==> config.mk <==
export PLATFORM = sky130hd
export DESIGN_NAME = multi_pattern_sequence_detector
export DESIGN_NICKNAME = d
export VERILOG_FILES = /design/src/rtl/multi_pattern_sequence_detector.sv
export SDC_FILE = /design/constraint.sdc
export NUM_CORES = 1
export LEC_CHECK = 0
export ABC_AREA = 1
export ABC_CLOCK_PERIOD_IN_PS = 2450
export BUFFER_PORTS_ARGS = -buffer_cell sky130_fd_sc_hd__buf_2
export CAP_MARGIN = 0
export CORE_AREA = 3 3 79 59
export CTS_CLUSTER_DIAMETER = 100
export DETAILED_ROUTE_END_ITERATION = 16
export DIE_AREA = 0 0 82 62
export MAX_ROUTING_LAYER = met4
export PLACE_DENSITY = 0.59
export SLEW_MARGIN = 20
export SYNTH_ARGS = -nofsm -noshare
export SYNTH_HDL_FRONTEND = slang
export SYNTH_SLANG_ARGS = --single-unit
==> constraint.sdc <==
create_clock -name clk -period 2.45 [get_ports clk]
set_input_delay 0.245 -clock clk [delete_from_list [all_inputs] [get_ports clk]]
set_output_delay 0.245 -clock clk [all_outputs]
set_load 0.02 [all_outputs]
==> src/rtl/multi_pattern_sequence_detector.sv <==
// multi_pattern_sequence_detector
//   Mealy serial pattern detector. The incoming bit stream is compared against
//   NUM_PAT runtime-programmable FRAME_LEN-bit patterns. In framed mode it
//   checks non-overlapping frames, and in sliding mode it checks every
//   FRAME_LEN-bit window.
// Ports
//   clk, rst_n   clock (rising edge), async active-low reset
//   clr          sync flush of history/position/fill and match_cnt
//   in_valid,in  serial bit and its qualifier
//   mode         0 = framed, 1 = sliding; a change flushes the stream state
//   pat_wr, pat_idx, pat_data   pattern slot write (MSB = first bit received)
//   pat_en       per-slot enable mask, applied combinationally
//   dec, dec_id  same-cycle match flag and lowest matching slot
//   frame_end    framed mode: last bit of a frame accepted this cycle
//   match_cnt    saturating count of dec pulses
module multi_pattern_sequence_detector #(
  parameter int FRAME_LEN = 4,
  parameter int NUM_PAT   = 3,
  parameter int CNT_W     = 8,
  parameter logic [NUM_PAT*FRAME_LEN-1:0] PAT_INIT = 12'b1110_0111_1001,
  localparam int IDW = (NUM_PAT > 1) ? $clog2(NUM_PAT) : 1
) (
  input  logic                 clk,
  input  logic                 rst_n,
  input  logic                 clr,
  input  logic                 in_valid,
  input  logic                 in,
  input  logic                 mode,
  input  logic                 pat_wr,
  input  logic [IDW-1:0]       pat_idx,
  input  logic [FRAME_LEN-1:0] pat_data,
  input  logic [NUM_PAT-1:0]   pat_en,
  output logic                 dec,
  output logic [IDW-1:0]       dec_id,
  output logic                 frame_end,
  output logic [CNT_W-1:0]     match_cnt
);

  localparam int PW = $clog2(FRAME_LEN);
  localparam logic [PW-1:0] LAST = PW'(FRAME_LEN - 1);

  logic [FRAME_LEN-2:0] hist_q, hist_d;
  logic [PW-1:0]        pos_q, pos_d;
  logic [PW-1:0]        fill_q, fill_d;
  logic [CNT_W-1:0]     cnt_q, cnt_d;
  logic                 mode_q;
  logic [NUM_PAT-1:0][FRAME_LEN-1:0] pat_q, pat_d;

  logic [FRAME_LEN-1:0] cand;
  logic [NUM_PAT-1:0]   hit;
  logic                 active;
  logic                 eval;

  // The candidate word is the stored history plus the bit arriving now, so
  // a match is flagged in the same cycle as the final bit.
  assign cand = {hist_q, in};

  for (genvar k = 0; k < NUM_PAT; k++) begin : g_cmp
    assign hit[k] = pat_en[k] && (pat_q[k] == cand);
  end

  // A mode change acts as a flush, so the bit offered in that cycle is dropped.
  assign active = in_valid && !clr && (mode == mode_q);
  assign eval   = mode ? (fill_q == LAST) : (pos_q == LAST);

  assign frame_end = active && !mode && (pos_q == LAST);
  assign match_cnt = cnt_q;

  always_comb begin
    dec    = active && eval && (|hit);
    dec_id = '0;
    // The loop runs downward, so the lowest-index hit is assigned last and wins.
    for (int k = NUM_PAT - 1; k >= 0; k--) begin
      if (hit[k]) dec_id = IDW'(k);
    end
    if (!dec) dec_id = '0;
  end

  always_comb begin
    hist_d = hist_q;
    pos_d  = pos_q;
    fill_d = fill_q;
    cnt_d  = cnt_q;
    pat_d  = pat_q;
    // Pattern writes are independent of the stream. A comparison made in the
    // same cycle still sees the old slot value.
    if (pat_wr && (32'(pat_idx) < NUM_PAT)) pat_d[pat_idx] = pat_data;
    if (clr) begin
      hist_d = '0;
      pos_d  = '0;
      fill_d = '0;
      cnt_d  = '0;
    end else if (mode != mode_q) begin
      hist_d = '0;
      pos_d  = '0;
      fill_d = '0;
    end else if (in_valid) begin
      hist_d = cand[FRAME_LEN-2:0];
      if (!mode) pos_d = (pos_q == LAST) ? '0 : pos_q + 1'b1;
      if (fill_q != LAST) fill_d = fill_q + 1'b1;
      if (dec && (cnt_q != '1)) cnt_d = cnt_q + 1'b1;
    end
  end

  always_ff @(posedge clk or negedge rst_n) begin
    if (!rst_n) begin
      hist_q <= '0;
      pos_q  <= '0;
      fill_q <= '0;
      cnt_q  <= '0;
      mode_q <= 1'b0;
      pat_q  <= PAT_INIT;
    end else begin
      hist_q <= hist_d;
      pos_q  <= pos_d;
      fill_q <= fill_d;
      cnt_q  <= cnt_d;
      mode_q <= mode;
      pat_q  <= pat_d;
    end
  end

endmodule

After elaboration in Yosys (flattened, before gate mapping)

Cells that the tools add are included.

Register bits: 28
Input port bits: 16
Output and inout bits: 12
Logic and storage cells: 71

Add/subtract/negate cells: 3
Magnitude comparators: 3
Eq/ne operators: 11
Muxes and demuxes: 24
Reduce and logical (&&, ||, !) cells: 22

Operators with widths:

| cell                                                                    | number |
|---|---|
| 8-bit two-way mux                                                       | 4 |
| 2-bit two-way mux                                                       | 13 |
| 12-bit bitwise mux                                                      | 1 |
| 4-bit == test                                                           | 3 |
| 1-bit logical AND                                                       | 12 |
| 3-bit two-way mux                                                       | 3 |
| 8-bit by 1-bit adder with 8-bit output, second input constant           | 1 |
| 4-bit demux with 2-bit select                                           | 1 |
| 8-bit inequality test, second input constant                            | 1 |
| 3-bit nonzero test                                                      | 2 |
| 2-bit by 1-bit adder with 2-bit output, second input constant           | 2 |
| 2-bit == test, second input constant                                    | 2 |
| 4-bit two-way mux                                                       | 1 |
| 2-bit inequality test, second input constant                            | 2 |
| 2-bit AND reduction                                                     | 2 |
| 2-bit nonzero test                                                      | 2 |
| 2-bit by 3-bit < comparator with 1-bit output, second input constant    | 1 |
| 3-bit by 2-bit inequality test with 1-bit output, second input constant | 1 |
| 3-bit AND reduction                                                     | 1 |
| 3-bit OR reduction                                                      | 1 |
| 2-bit by 1-bit >= comparator with 1-bit output, second input constant   | 1 |
| 1-bit zero test                                                         | 2 |
| 2-bit < comparator, second input constant                               | 1 |
| 1-bit == test                                                           | 1 |
| other kinds (2)                                                         | 2 |

Longest topological paths before layout

Gate-level depths: netlist of run 1.

Depth in word-level cells: 10
Mapped depth: 10
Mapped depth without buffers: 10

Worst setup path after synthesis of run 1

No wires, ideal clock.

Kind: register to output
Start point: register mode_q
End point: output port dec_id[0]
Data arrival time: 1484 ps
Required time: 2205 ps
Setup slack: 721 ps
Stages on the path, launching flop included: 7
Path buffers: 0
Cells stage by stage: dfrtp_1 xor2_1 nor2_2 nand2_2 nor2_4 inv_1 nor3b_1

Longest elaborated chain between the ends: 5

RTL lines:

| item                            | RTL line | text |
|---|---|---|
| start: declaration              | 46       | `logic mode_q;` |
| start signal: assignment        | 118      | `mode_q <= mode;` |
| 1-bit == test                   | 63       | `assign active = in_valid && !clr && (mode == mode_q);` |
| 1-bit logical AND               | 63       |  |
| 1-bit logical AND (2 in series) | 70       | `dec = active && eval && (\|hit);` |
| 2-bit two-way mux               | 76       | `if (!dec) dec_id = '0;` |
| end: declaration                | 34       | `output logic [IDW-1:0] dec_id,` |

No other way between the ends.

Final worst setup path of run 1

Ends and elaborated chain as after synthesis.

==> impl_metrics.xml, run 1 <==
<?xml version="1.0" encoding="UTF-8"?>
<metrics>
  <group name="die">
    <metric name="dieHeight" unit="um">62</metric>
    <metric name="core" unit="mm^2">0.00390</metric>
    <metric name="initial_utilization" unit="%">40.2</metric>
    <metric name="ioPinCount" unit="">28</metric>
    <metric name="die_x" unit="um">82</metric>
    <metric name="fp.dieArea" unit="mm^2">0.00508</metric>
    <metric name="std_cell_rows" unit="">19</metric>
  </group>
  <group name="min_path">
    <metric name="hold_class" unit="">in -&gt; reg</metric>
    <metric name="worst_hold_startpoint" unit="">mode</metric>
  </group>
  <group name="clocking">
    <metric name="clock_insertion_delay_worst_skew" unit="ns">0.27</metric>
    <metric name="cts.sink_count" unit="">28</metric>
    <metric name="cts.path.max_buffers" unit="">2</metric>
    <metric name="holdBufCountCts" unit="">1</metric>
    <metric name="root_buffer" unit="">clkbuf_8</metric>
    <metric name="postCtsSetupRepairBufs" unit="">0</metric>
    <metric name="cts_tree" unit="">yes</metric>
    <metric name="cts_made_buffers" unit="">3</metric>
    <metric name="worst_setup_hold_path_clk_slew" unit="ns">0.09</metric>
    <metric name="cts-htree-levels" unit="">1</metric>
    <metric name="cts_resized" unit="">0</metric>
  </group>
  <group name="route">
    <metric name="ant_nets" unit="">0</metric>
    <metric name="routed-wl-met2" unit="um">1270</metric>
    <metric name="vias" unit="">1315</metric>
    <metric name="detail_route.drc_violations" unit="">0</metric>
    <metric name="wl_met3" unit="um">119</metric>
    <metric name="topRoutingLayerUsed" unit="">met4</metric>
    <metric name="wirelength" unit="um">3150</metric>
    <metric name="first_iter_violations" unit="">48</metric>
    <metric name="routedLengthMet1" unit="um">1740</metric>
    <metric name="detail_route.vias_per_cell" unit="">4.53</metric>
    <metric name="drt_pre_antenna_iters" unit="">4</metric>
    <metric name="wl_per_cell" unit="um">10.8</metric>
  </group>
  <group name="worst_setup_path">
    <metric name="timing.critical_path.arrival" unit="ns">1.75</metric>
    <metric name="crit_path_max_incr_delay" unit="ns">0.39</metric>
    <metric name="crit_path_cell_trace" unit="">xor2_1, nor2_2, nand2_2, nor2_4, inv_1, nor3b_1, buf_2</metric>
    <metric name="timing_worst_setup_path_type" unit="">reg -&gt; out</metric>
    <metric name="path_delay_family" unit="">simple AND/OR/NAND/NOR gates</metric>
    <metric name="rr_startpoint" unit="">match_cnt[0]$_DFFE_PN0P_</metric>
    <metric name="timing.critical_path.from_type" unit="">flip-flop</metric>
    <metric name="endpoint_kind" unit="">output pin</metric>
    <metric name="crit_required" unit="ns">2.20</metric>
    <metric name="critical_path.startpoint" unit="">mode_q$_DFF_PN0_</metric>
    <metric name="cp_max_fo" unit="">5</metric>
    <metric name="worst_path_max_delay_cell" unit="">dfrtp_1</metric>
    <metric name="crit_buf_inv" unit="">2</metric>
  </group>
  <group name="sta">
    <metric name="timing.final.crit_share" unit="%">81.6</metric>
    <metric name="slew-limit-headroom" unit="%">58.4</metric>
    <metric name="worst-slew-pin-transition" unit="ns">0.624</metric>
    <metric name="maxSlewViolCount" unit="">0</metric>
    <metric name="period_needed" unit="ns">2.00</metric>
    <metric name="worst_clock_skew" unit="ns">0.00120</metric>
    <metric name="hold_violations" unit="">0</metric>
    <metric name="setup_violations" unit="">0</metric>
    <metric name="setup-tns-final" unit="ns">0</metric>
    <metric name="rsz0062_at_grt" unit="">no</metric>
    <metric name="fmaxAchievable" unit="MHz">500</metric>
  </group>
  <group name="yosys">
    <metric name="ys_warn_count" unit="">0</metric>
    <metric name="post_synth_and_or_nand_nor_area_fraction" unit="%">32.5</metric>
    <metric name="synth.avg_cell_area" unit="um^2">7.57</metric>
    <metric name="largest_family_of_logic_cells_by_synthesized_area" unit="">simple AND/OR/NAND/NOR gates</metric>
    <metric name="mappedNetlistNets" unit="">226</metric>
    <metric name="synth-seq-cells" unit="">28</metric>
    <metric name="synth_sequential_area_ratio" unit="%">45.3</metric>
    <metric name="synthAdderAreaFrac" unit="%">2.39</metric>
    <metric name="post_synth_instance_area" unit="mm^2">0.00157</metric>
    <metric name="synth-compound-area-share" unit="%">7.34</metric>
    <metric name="yosys-mux-area-fraction" unit="%">0.638</metric>
    <metric name="synth_cell_types" unit="">26</metric>
    <metric name="synthesis.instances" unit="">207</metric>
    <metric name="synth-xor-area-share" unit="%">3.91</metric>
  </group>
  <group name="cells_and_area">
    <metric name="layout-area-overhead-vs-synth" unit="%">17.2</metric>
    <metric name="final_nets" unit="">258</metric>
    <metric name="insertedDiodeCount" unit="">0</metric>
    <metric name="final_layout_size_suffix_gt1_share" unit="%">19.7</metric>
    <metric name="finalNonFillerCells" unit="">290</metric>
  </group>
  <group name="placement">
    <metric name="gp_congestion" unit="">0.776</metric>
    <metric name="hpwl_after_dpl" unit="um">2470</metric>
    <metric name="placed_cell_count" unit="">285</metric>
    <metric name="port_buffers" unit="">27</metric>
  </group>
  <group name="power">
    <metric name="leakage" unit="nW">0.950</metric>
    <metric name="vdd.ir_drop.worst" unit="mV">0.311</metric>
    <metric name="pwr_density_cell" unit="mW/mm^2">576</metric>
  </group>
  <group name="global_route">
    <metric name="total_overflow_reported_by_the_global_router" unit="">0</metric>
    <metric name="global_route_wire_length_before_repair" unit="um">5490</metric>
    <metric name="grt_antenna_before_repair" unit="">0</metric>
    <metric name="gr-usage-all-layers" unit="%">14.6</metric>
    <metric name="first_global_vias" unit="">1192</metric>
    <metric name="grt_start_max_net_pins" unit="">29</metric>
  </group>
  <group name="run_status">
    <metric name="status" unit="">finished, final reports clean</metric>
  </group>
  <group name="run">
    <metric name="max_cap_viol_count" unit="">0</metric>
  </group>
</metrics>
==> sequential cells by signal (all words and copies together) (netlist names) <==
name	flops
match_cnt	8
fill_q	2
pat_q	12
hist_q	3
mode_q	1
pos_q	2
==> cell usage after synthesis, drive strengths merged <==
master / n / share of area, %
nand4: 1 / 0.40
xnor2: 4 / 2.2
mux2i: 1 / 0.64
buf: 1 / 0.72
dfrtp: 20 / 32
ha: 3 / 2.4
nor2: 22 / 5.9
inv: 29 / 6.9
dfstp: 8 / 13
or2: 1 / 0.40
o22ai: 4 / 1.6
nand2: 67 / 17
nor3: 3 / 0.96
clkinv: 1 / 0.24
nand3: 19 / 7.2
a21oi: 2 / 0.64
xor2: 3 / 1.7
nor3b: 2 / 0.96
o21ai: 16 / 5.1
==> final timing paths <==
path                                                  to  slack (ns)  cells after the start
worst max register to register  match_cnt[6]$_DFFE_PN0P_        0.84                      9
min in group asynchronous           pat_q[7]$_DFFE_PN0P_        0.52                      2
worst min register to register     fill_q[0]$_DFFE_PN0P_        0.49                      1
worst min-delay path                    mode_q$_DFF_PN0_        0.14                      1
max in group asynchronous       match_cnt[1]$_DFFE_PN0P_        1.53                      2
worst max-delay path                           dec_id[0]        0.45                      7
==> stage by stage <==
step	hold WS, ns	util [%]	cell area (um^2)	worst slack, ns	total power, mW
floorplan	-0.0506	-	1570	0.721	0.654
global placement	0.313	45.1	1760	0.735	0.705
detailed placement	0.302	45.1	1760	0.729	0.707
CTS	0.130	47.1	1840	0.416	1.07
global route	0.132	47.1	1840	0.305	1.13
finish	0.142	47.1	1840	0.451	1.06
==> logic make-up (layout without fill, tap and decap cells) <==
logic type / after synthesis / count (layout)
flops: 28 / 28
compound gates: 22 / 22
xor+xnor: 7 / 7
fa+ha+maj: 3 / 3
buf+inv: 31 / 62
mux: 1 / 1
simple gates: 115 / 115
==> cells in the final DEF, fill, tap and decap left out, types with 4 or more instances in the layout <==
| master | instances |
|---|---|
| o22ai_1 | 4 |
| o21ai_0 | 16 |
| buf_2 | 27 |
| dfstp_2 | 8 |
| dfrtp_1 | 20 |
| nand3_1 | 17 |
| nor2_1 | 20 |
| xnor2_1 | 4 |
| inv_1 | 28 |
| nand2_1 | 65 |
==> worst reg2reg max path: cells and delay by family (launching register included) <==
kind	cells	cell delay [ns]
buf+inv	1	0.06
fa+ha+maj	1	0.18
flops	1	0.42
simple gates	7	0.84
==> where the power goes <==
group	leakage (nW)	internal (mW)	switching (mW)
combinational	0.562	0.0594	0.0936
clock	0.0357	0.219	0.142
sequential	0.352	0.515	0.0295
==> final cells by class <==
class / count / area (um^2)
multi-input cells: 148 / 733
repair buffers: 28 / 145
clock inverters: 1 / 30.0
fillers: 396 / 2060
well taps: 52 / 65.1
flip-flops and latches: 28 / 711
inverters: 30 / 113
clock buffers: 3 / 41.3
==> layer usage <==
metal  global-route usage, %  up-vias
li1                        -      719
met1                    21.3      577
met2                    21.1       17
met3                    3.46        2
met4                    2.13        0
met5                       -        -
Power figures use the tool's default switching activity.
==> run 2, diff against run 1 <==
--- a/config.mk
+++ b/config.mk
@@ -6,7 +6,7 @@
 export NUM_CORES = 1
 export LEC_CHECK = 0
 export ABC_AREA = 1
-export ABC_CLOCK_PERIOD_IN_PS = 2450
+export ABC_CLOCK_PERIOD_IN_PS = 1700
 export BUFFER_PORTS_ARGS = -buffer_cell sky130_fd_sc_hd__buf_2
 export CAP_MARGIN = 0
 export CORE_AREA = 3 3 79 59
@@ -14,7 +14,7 @@
 export DETAILED_ROUTE_END_ITERATION = 16
 export DIE_AREA = 0 0 82 62
 export MAX_ROUTING_LAYER = met4
-export PLACE_DENSITY = 0.59
+export PLACE_DENSITY = 0.61
 export SLEW_MARGIN = 20
 export SYNTH_ARGS = -nofsm -noshare
 export SYNTH_HDL_FRONTEND = slang
==> constraint.sdc (replaced) <==
create_clock -name clk -period 1.7 [get_ports clk]
set_input_delay 0.17 -clock clk [delete_from_list [all_inputs] [get_ports clk]]
set_output_delay 0.17 -clock clk [all_outputs]
set_load 0.02 [all_outputs]
==> run 2 against run 1 <==
  * The run now ends with setup timing left
  * Clock skew about the same
  * Combinational power is 82% higher
  * Sequential share of layout area fell by 2.8 points
  * First-iteration DRC count increased by 17%
  * Sequential power grew 43%
  * Non-clock buffer count grew 12
  * Via count is 4.2% higher
  * Design area grew 7.7%
  * Routed wire length rose by 9.0%
  * Critical path depth unchanged
  * Largest cell class unchanged
==> impl_metrics.xml, run 2 (synthesis results as in run 1) <==
<?xml version="1.0" encoding="UTF-8"?>
<metrics>
  <group name="clocking">
    <metric name="cts.sink_count" unit="">28</metric>
    <metric name="cts-htree-levels" unit="">1</metric>
    <metric name="worst_setup_hold_path_clk_slew" unit="ns">0.09</metric>
    <metric name="cts.path.max_buffers" unit="">2</metric>
    <metric name="cts_tree" unit="">yes</metric>
    <metric name="root_buffer" unit="">clkbuf_8</metric>
    <metric name="clock_insertion_delay_worst_skew" unit="ns">0.28</metric>
    <metric name="cts_made_buffers" unit="">3</metric>
  </group>
  <group name="placement">
    <metric name="placed_cell_count" unit="">290</metric>
    <metric name="postPlaceCellArea" unit="mm^2">0.00179</metric>
    <metric name="hpwl_after_dpl" unit="um">2520</metric>
    <metric name="port_buffers" unit="">27</metric>
    <metric name="detailedPlace.worstSlack" unit="ns">0.115</metric>
    <metric name="gp_congestion" unit="">0.834</metric>
  </group>
  <group name="route">
    <metric name="drt_pre_antenna_iters" unit="">4</metric>
    <metric name="detail_route.drc_violations" unit="">0</metric>
    <metric name="first_iter_violations" unit="">56</metric>
    <metric name="vias" unit="">1370</metric>
    <metric name="detail_route.vias_per_cell" unit="">4.54</metric>
    <metric name="ant_nets" unit="">0</metric>
    <metric name="wl_per_cell" unit="um">11.3</metric>
    <metric name="wirelength" unit="um">3430</metric>
  </group>
  <group name="sta">
    <metric name="worst_clock_skew" unit="ns">0.00155</metric>
    <metric name="rsz0062_at_grt" unit="">yes</metric>
    <metric name="final.hold.worst_slack" unit="ns">0.0742</metric>
    <metric name="period_needed" unit="ns">1.73</metric>
    <metric name="maxSlewViolCount" unit="">0</metric>
    <metric name="fmaxAchievable" unit="MHz">577</metric>
    <metric name="slew-limit-headroom" unit="%">59.0</metric>
    <metric name="timing.final.crit_share" unit="%">102</metric>
    <metric name="timing.final.ws_setup" unit="ns">-0.0319</metric>
    <metric name="setup_violations" unit="">3</metric>
    <metric name="hold_violations" unit="">0</metric>
    <metric name="worst-slew-pin-transition" unit="ns">0.615</metric>
  </group>
  <group name="worst_setup_path">
    <metric name="worst_path_max_delay_cell" unit="">dfstp_2</metric>
    <metric name="timing.critical_path.arrival" unit="ns">1.56</metric>
    <metric name="path_common_cell" unit="">nand2_1</metric>
    <metric name="cp_max_fo" unit="">3</metric>
    <metric name="crit_path_max_incr_delay" unit="ns">0.55</metric>
    <metric name="path_delay_family" unit="">flip-flops</metric>
    <metric name="endpoint_kind" unit="">output pin</metric>
    <metric name="crit_path_cell_trace" unit="">inv_1, nand2_1, nand2_1, nor2_1, nand3_2, nor3b_2, buf_4</metric>
    <metric name="crit_buf_inv" unit="">2</metric>
    <metric name="crit_required" unit="ns">1.53</metric>
    <metric name="timing.critical_path.from_type" unit="">flip-flop</metric>
    <metric name="timing_worst_setup_path_type" unit="">reg -&gt; out</metric>
  </group>
  <group name="run">
    <metric name="max_cap_viol_count" unit="">0</metric>
  </group>
  <group name="global_route">
    <metric name="grt_start_max_net_pins" unit="">29</metric>
    <metric name="grt_antenna_before_repair" unit="">0</metric>
    <metric name="first_global_vias" unit="">1284</metric>
    <metric name="global_route_wire_length_before_repair" unit="um">5920</metric>
    <metric name="gr-usage-all-layers" unit="%">15.7</metric>
    <metric name="total_overflow_reported_by_the_global_router" unit="">0</metric>
  </group>
  <group name="cells_and_area">
    <metric name="final_layout_size_suffix_gt1_share" unit="%">28.4</metric>
    <metric name="max_reg_flops" unit="">12</metric>
    <metric name="register_ranked_first_by_flip_flop_count" unit="">pat_q</metric>
    <metric name="final_cell_mix" unit="">nand2_1, inv_1, buf_2</metric>
    <metric name="finish.utilization" unit="%">50.8</metric>
    <metric name="finalNonFillerCells" unit="">302</metric>
    <metric name="fin_area" unit="mm^2">0.00198</metric>
    <metric name="insertedDiodeCount" unit="">0</metric>
    <metric name="layout-area-overhead-vs-synth" unit="%">26.3</metric>
    <metric name="mostFrequentLayoutCell" unit="">nand2_1</metric>
    <metric name="final_nets" unit="">270</metric>
  </group>
  <group name="die">
    <metric name="die_x" unit="um">82</metric>
    <metric name="initial_utilization" unit="%">40.2</metric>
    <metric name="ioPinCount" unit="">28</metric>
    <metric name="std_cell_rows" unit="">19</metric>
    <metric name="dieHeight" unit="um">62</metric>
    <metric name="fp.dieArea" unit="mm^2">0.00508</metric>
    <metric name="core" unit="mm^2">0.00390</metric>
  </group>
  <group name="run_status">
    <metric name="status" unit="">finished, violations left</metric>
    <metric name="failing_checks" unit="">setup timing</metric>
  </group>
  <group name="power">
    <metric name="leakage" unit="nW">1.01</metric>
    <metric name="vdd.ir_drop.worst" unit="mV">0.545</metric>
    <metric name="pwr_density_cell" unit="mW/mm^2">743</metric>
  </group>
  <group name="min_path">
    <metric name="hold_class" unit="">in -&gt; reg</metric>
  </group>
</metrics>
[run 2: path summary, 6_finish.rpt]
| kind | slack, ns | endpoint | from | cells past startpoint |
|---|---|---|---|---|
| min in group asynchronous | 0.43 | fill_q[0]$_DFFE_PN0P_ | rst_n | 2 |
| worst min register to register | 0.50 | pat_q[11]$_DFFE_PN1P_ | pat_q[11]$_DFFE_PN1P_ | 2 |
| worst min-delay path | 0.07 | mode_q$_DFF_PN0_ | mode | 1 |
| worst max register to register | 0.13 | match_cnt[6]$_DFFE_PN0P_ | match_cnt[0]$_DFFE_PN0P_ | 9 |
| max in group asynchronous | 0.87 | match_cnt[2]$_DFFE_PN0P_ | rst_n | 2 |
| worst max-delay path | -0.03 | dec_id[0] | pat_q[4]$_DFFE_PN1P_ | 7 |
[run 2: worst register-to-register path, delay by kind of cell (launching register included)]
kind | cells | cell delay (ns)
and+or+nand+nor | 7 | 0.86
DFF | 1 | 0.37
adders and majority gates | 1 | 0.17
buffers and inverters | 1 | 0.07
[run 2: per-layer routing]
| layer | part of all wire (%) | global-route usage (%) |
|---|---|---|
| met1 | 53 | 23.2 |
| met5 | 0 | - |
| met3 | 4.2 | 3.75 |
| met4 | 0.35 | 2.13 |
| met2 | 42 | 22.3 |
[run 2: report_power, final]
group          total [mW]  leakage (nW)  internal, mW  switching [mW]
Combinational       0.278         0.628         0.116           0.161
Clock               0.412        0.0288         0.208           0.204
Sequential          0.781         0.352         0.743          0.0389
[run 2: what timing repair did]
action	4_1_cts	5_1_grt
pin swaps	7	6
gates resized for setup	12	13
hold buffers	1	0
endpoints found under the setup margin	3	12
setup buffers	4	3
hold endpoints to repair	20	0
[run 2: per-stage QoR]
| stage | power (mW) | setup TNS [ns] |
|---|---|---|
| 2_1_floorplan | 0.943 | 0 |
| 4_1_cts | 1.46 | -0.128 |
| 5_1_grt | 1.56 | -0.558 |
| 3_3_place_gp | 1.02 | 0 |
| 6_report | 1.47 | -0.0427 |
| 3_5_place_dp | 1.03 | 0 |
[run 2: cell type report]
| type | instances | area, um^2 |
|---|---|---|
| clock buffers | 4 | 55.1 |
| fillers | 398 | 1920 |
| inverters | 30 | 118 |
| multi-input cells | 148 | 774 |
| flip-flops and latches | 28 | 711 |
| well taps | 52 | 65.1 |
| repair buffers | 40 | 256 |
